==> src/rtl/counter_pkg.sv <==
// counter_pkg: shared counter defaults and direction/mode encodings
package counter_pkg;
  localparam int DEF_WIDTH = 4;
  localparam int DEF_DIV = 50_000_000;
  localparam int DEF_DIV_W = 26;
  localparam logic DIR_UP = 1'b1;
  localparam logic DIR_DOWN = 1'b0;
  localparam logic MODE_WRAP = 1'b0;
  localparam logic MODE_SAT = 1'b1;
endpackage

==> src/rtl/tick_gen.sv <==
// tick_gen: prescaler; tick is the combinational step strobe (en and pre at DIV-1)
module tick_gen #(
  parameter int DIV = 50_000_000,
  parameter int DIV_W = 26
) (
  input  logic clk,
  input  logic rst,
  input  logic en,
  input  logic clr,
  output logic tick
);
  logic [DIV_W-1:0] pre;
  assign tick = en && (pre == DIV_W'(DIV - 1));
  always_ff @(posedge clk or posedge rst)
    if (rst) pre <= '0;
    else if (clr || tick) pre <= '0;
    else if (en) pre <= pre + DIV_W'(1);
endmodule

==> src/rtl/prescaled_updown_counter.sv <==
// prescaled_updown_counter: up/down wrap/saturate counter stepped by a prescaler tick
module prescaled_updown_counter
  import counter_pkg::*;
#(
  parameter int WIDTH = DEF_WIDTH,
  parameter int DIV = DEF_DIV,
  parameter int DIV_W = DEF_DIV_W,
  parameter logic [WIDTH-1:0] RST_VAL = '0
) (
  input  logic             clk,
  input  logic             rst,
  input  logic             en,
  input  logic             dir,
  input  logic             sat,
  input  logic             load,
  input  logic [WIDTH-1:0] load_val,
  output logic [WIDTH-1:0] cnt_out,
  output logic             tick,
  output logic             tc
);
  localparam logic [WIDTH-1:0] MAX = '1;
  logic step, at_term;
  logic [WIDTH-1:0] nxt;
  tick_gen #(.DIV(DIV), .DIV_W(DIV_W)) u_tick (
    .clk (clk),
    .rst (rst),
    .en  (en),
    .clr (load),
    .tick(step)
  );
  // wrapping falls out of modulo arithmetic; only saturation needs a hold
  always_comb begin
    at_term = (dir == DIR_UP) ? (cnt_out == MAX) : (cnt_out == '0);
    nxt = (at_term && sat == MODE_SAT) ? cnt_out
        : (dir == DIR_UP) ? cnt_out + WIDTH'(1) : cnt_out - WIDTH'(1);
  end
  always_ff @(posedge clk or posedge rst)
    if (rst) begin
      cnt_out <= RST_VAL;
      tick <= 1'b0;
      tc <= 1'b0;
    end else if (load) begin
      cnt_out <= load_val;
      tick <= 1'b0;
      tc <= 1'b0;
    end else begin
      tick <= step;
      tc <= step && at_term;
      if (step) cnt_out <= nxt;
    end
endmodule

==> config.mk <==
export PLATFORM = sky130hd
export DESIGN_NAME = prescaled_updown_counter
export DESIGN_NICKNAME = d
export VERILOG_FILES = /design/src/rtl/counter_pkg.sv /design/src/rtl/tick_gen.sv /design/src/rtl/prescaled_updown_counter.sv
export SDC_FILE = /design/constraint.sdc
export NUM_CORES = 1
export LEC_CHECK = 0
export CAP_MARGIN = 20
export CORE_MARGIN = 1
export CORE_UTILIZATION = 50
export DETAILED_ROUTE_END_ITERATION = 12
export GPL_ROUTABILITY_DRIVEN = 0
export PLACE_DENSITY = 0.85
export SYNTH_ARGS = -nofsm -noshare
export SYNTH_HDL_FRONTEND = slang
export SYNTH_SLANG_ARGS = --single-unit
==> constraint.sdc <==
create_clock -name clk -period 1.8 [get_ports clk]
set_input_delay 0.27 -clock clk [delete_from_list [all_inputs] [get_ports clk]]
set_output_delay 0.27 -clock clk [all_outputs]
set_load 0.05 [all_outputs]
==> results.cfg <==
[logic_synthesis]
muxShareOfSynthArea_pct = 1.69
synth-xor-area-share_pct = 12.8
synth-seq-area-share_pct = 45.0
syn_area_sq_mm = 0.00178
synth_warnings = 0
mappedNetlistNets = 197
synth_top_family_by_area = simple AND/OR/NAND/NOR gates
yosys.area_share.simple_pct = 29.4
synth_cells = 183
avgSynthCellArea_sq_um = 9.72
synth_fa_ha_area_share_pct = 3.24
ys_types = 35
ys_seq_elements = 32
synth-compound-area-share_pct = 3.94

[global_routing]
grtUsageTotal_pct = 24.6
grt_max_degree = 33
grt_pass1_wl_mm = 6.55
antenna_found_initial = 0
first_global_vias = 1464
overflow = 0

[sta]
rsz0062_at_grt = yes
finalCritPeriodShare_pct = 103
setup_ws_ns = -0.0584
setup_violations = 16
slew_headroom_pct = 66.3
slew_violations = 0
tightest_slew_ns = 0.504
fmax_ghz = 0.538
hold_viol_final = 0
min_period_ns = 1.86
whs_ns = 0.286
tns_ns = -0.307
fin_skew_ns = 0.0179

[floorplanning]
die_area_sq_mm = 0.00380
core_area_sq_mm = 0.00336
rows = 21
dieWidth_um = 61.6
io_pins = 16
die_h_um = 61.6
initial_core_util_pct = 52.9

[clock_tree]
cts_root_buf = clkbuf_4
cts.path.max_buffers = 2
clock-sinks = 32
clk_pin_slew_worst_paths_ns = 0.11
cts_hold_buffers = 0
cts_buffers = 5
insertion_delay_ns = 0.35
h-tree-depth = 2
cts_tree = built

[placement]
hpwl_mm = 2.72
placed_cell_area_sq_mm = 0.00221
io_buffers = 15
post-place-ws_ns = -0.454
dpl.cell_count = 271

[setup_path]
required_ns = 2.06
cp_cell_sequence = nor4b_2, nand2_1, buf_4, buf_4, nor4_2, o21ai_0, o21ai_0
end_kind = flop
cp_max_fo = 2
worstSetupStartpointType = flop
crit_type = flop to flop
cp.arrival_ns = 2.12
max_stage_delay_ns = 0.43
crit_slowest_cell = dfrtp_1

[detailed_routing]
routedWlPerCell_um = 14.6
drt_wl_total_mm = 4.11
antenna_left = 0
vias_per_cell = 5.41
vias = 1519
drtPass1Iterations = 4
drtIter0Drc = 78
drc = 0

[layout]
instances_no_fill = 281
area_growth_pct = 36.5
fin_util_pct = 72.1
final_nets = 248
fin_area_sq_mm = 0.00243
fillers = 237
layout-drive-gt1-share_pct = 28.5
diodes = 0

[status]
violations = negative setup slack
status = finished, violations left

[pwr]
power_mw = 1.60
power_density_mw_per_mm2 = 658
peakVddDrop_v = 0.000587
p_leak_nw = 1.12

[min_path]
hold_class = primary input to asynchronous set/reset pin

[flow_run]
drv_cap = 0
## worst paths after layout
check | slack (ns) | cells after the start | from | endpoint
worst max-delay path | -0.06 | 7 | u_tick.pre[11] | cnt_out[2]
worst min-delay path | 0.29 | 3 | rst | tc
worst max register to register | -0.06 | 7 | u_tick.pre[11] | cnt_out[2]
worst min register to register | 0.58 | 2 | u_tick.pre[6] | u_tick.pre[6]
max in group asynchronous | 1.20 | 3 | rst | u_tick.pre[15]
min in group clk | 0.47 | 3 | load_val[3] | cnt_out[3]
## report_power, final
part           switching [mW]  total, mW  internal, mW
clock network           0.257      0.626         0.369
logic                   0.118      0.217        0.0993
registers              0.0202      0.754         0.734
total                   0.395       1.60          1.20
## flip-flops by register name, summed over array words and instances (netlist names)
| signal | flops |
|---|---|
| tick | 1 |
| tc | 1 |
| u_tick.pre | 26 |
| cnt_out | 4 |
## critical path, delay by kind of cell (launching register included)
| kind | cells | cell delay [ns] |
|---|---|---|
| buf+inv | 2 | 0.28 |
| compound gates | 2 | 0.40 |
| flops | 1 | 0.43 |
| simple gates | 3 | 0.69 |
## cells by family after synthesis
family / after synthesis
xor gates and xnor gates: 26
DFF: 32
muxes: 3
adders and majority gates: 4
AOI/OAI and AO/OA: 10
buffers and inverters: 10
and+or+nand+nor: 98
## repair_timing
action | in CTS | in global routing
setup endpoints to repair | 31 | 32
buffers inserted | 1 | 1
gates cloned | 0 | 0
gates resized for setup | 11 | 9
pin swaps | 3 | 2
## layout make-up
type / count / area [sq um] / area share (%)
clock buffers: 7 / 65.1 / 2.68
multi-input cells: 141 / 1020 / 41.9
clock inverters: 1 / 30.0 / 1.24
well taps: 46 / 57.6 / 2.37
inverters: 3 / 11.3 / 0.464
repair buffers: 51 / 442 / 18.2
flip-flops and latches: 32 / 805 / 33.2
## synth_stat cells
master	count	area share (%)
a2111oi_2	1	0.84
and3_1	8	2.8
and2_1	5	1.8
nand2_1	10	2.1
and3b_1	1	0.49
o21ai_0	5	1.4
buf_2	1	0.28
nor2b_1	1	0.35
nor2_1	33	7.0
nand3_1	11	3.1
clkbuf_1	2	0.42
nand2b_2	1	0.49
or4_4	1	0.63
nand4b_1	2	0.99
xor2_1	22	11
ha_1	3	2.1
fa_1	1	1.1
dfrtp_1	32	45
nand2_4	1	0.63
or3_1	1	0.35
a211oi_1	1	0.42
and4_1	2	0.99
buf_6	4	2.5
xnor2_1	4	2.0
a21oi_1	1	0.28
nor3_1	3	0.84
mux2i_1	3	1.7
nor4_1	1	0.35
nand4_1	12	4.2
inv_1	3	0.63
a21o_1	1	0.42
nor4b_1	3	1.5
or4_1	1	0.42
a221o_1	1	0.56
nor3b_1	1	0.42
## metal layers
| layer | vias to the layer above | global-route usage [%] | routed length, um |
|---|---|---|---|
| met5 | - | 0 | 0 |
| met4 | 0 | 12.1 | 100 |
| met3 | 13 | 5.88 | 165 |
| met2 | 31 | 42.2 | 2060 |
| met1 | 734 | 28.7 | 1790 |
| li1 | 741 | - | - |
## layout by cell type (no fill, tap or decap), drive strengths merged, types with 2 or more instances in the layout
cell type	netlist	layout
clkbuf	2	7
and3	8	8
dlygate4sd2	0	2
or4	2	2
inv	3	3
nor2	33	33
mux2i	3	3
nor3	3	3
nand4	12	12
xor2	22	22
clkdlybuf4s50	0	9
and4	2	2
and2	5	5
xnor2	4	4
o21ai	5	5
buf	5	39
nand4b	2	2
ha	3	3
nor4b	3	3
dfrtp	32	32
nand3	11	11
nand2	11	11
(Power assumes the default switching activity.)
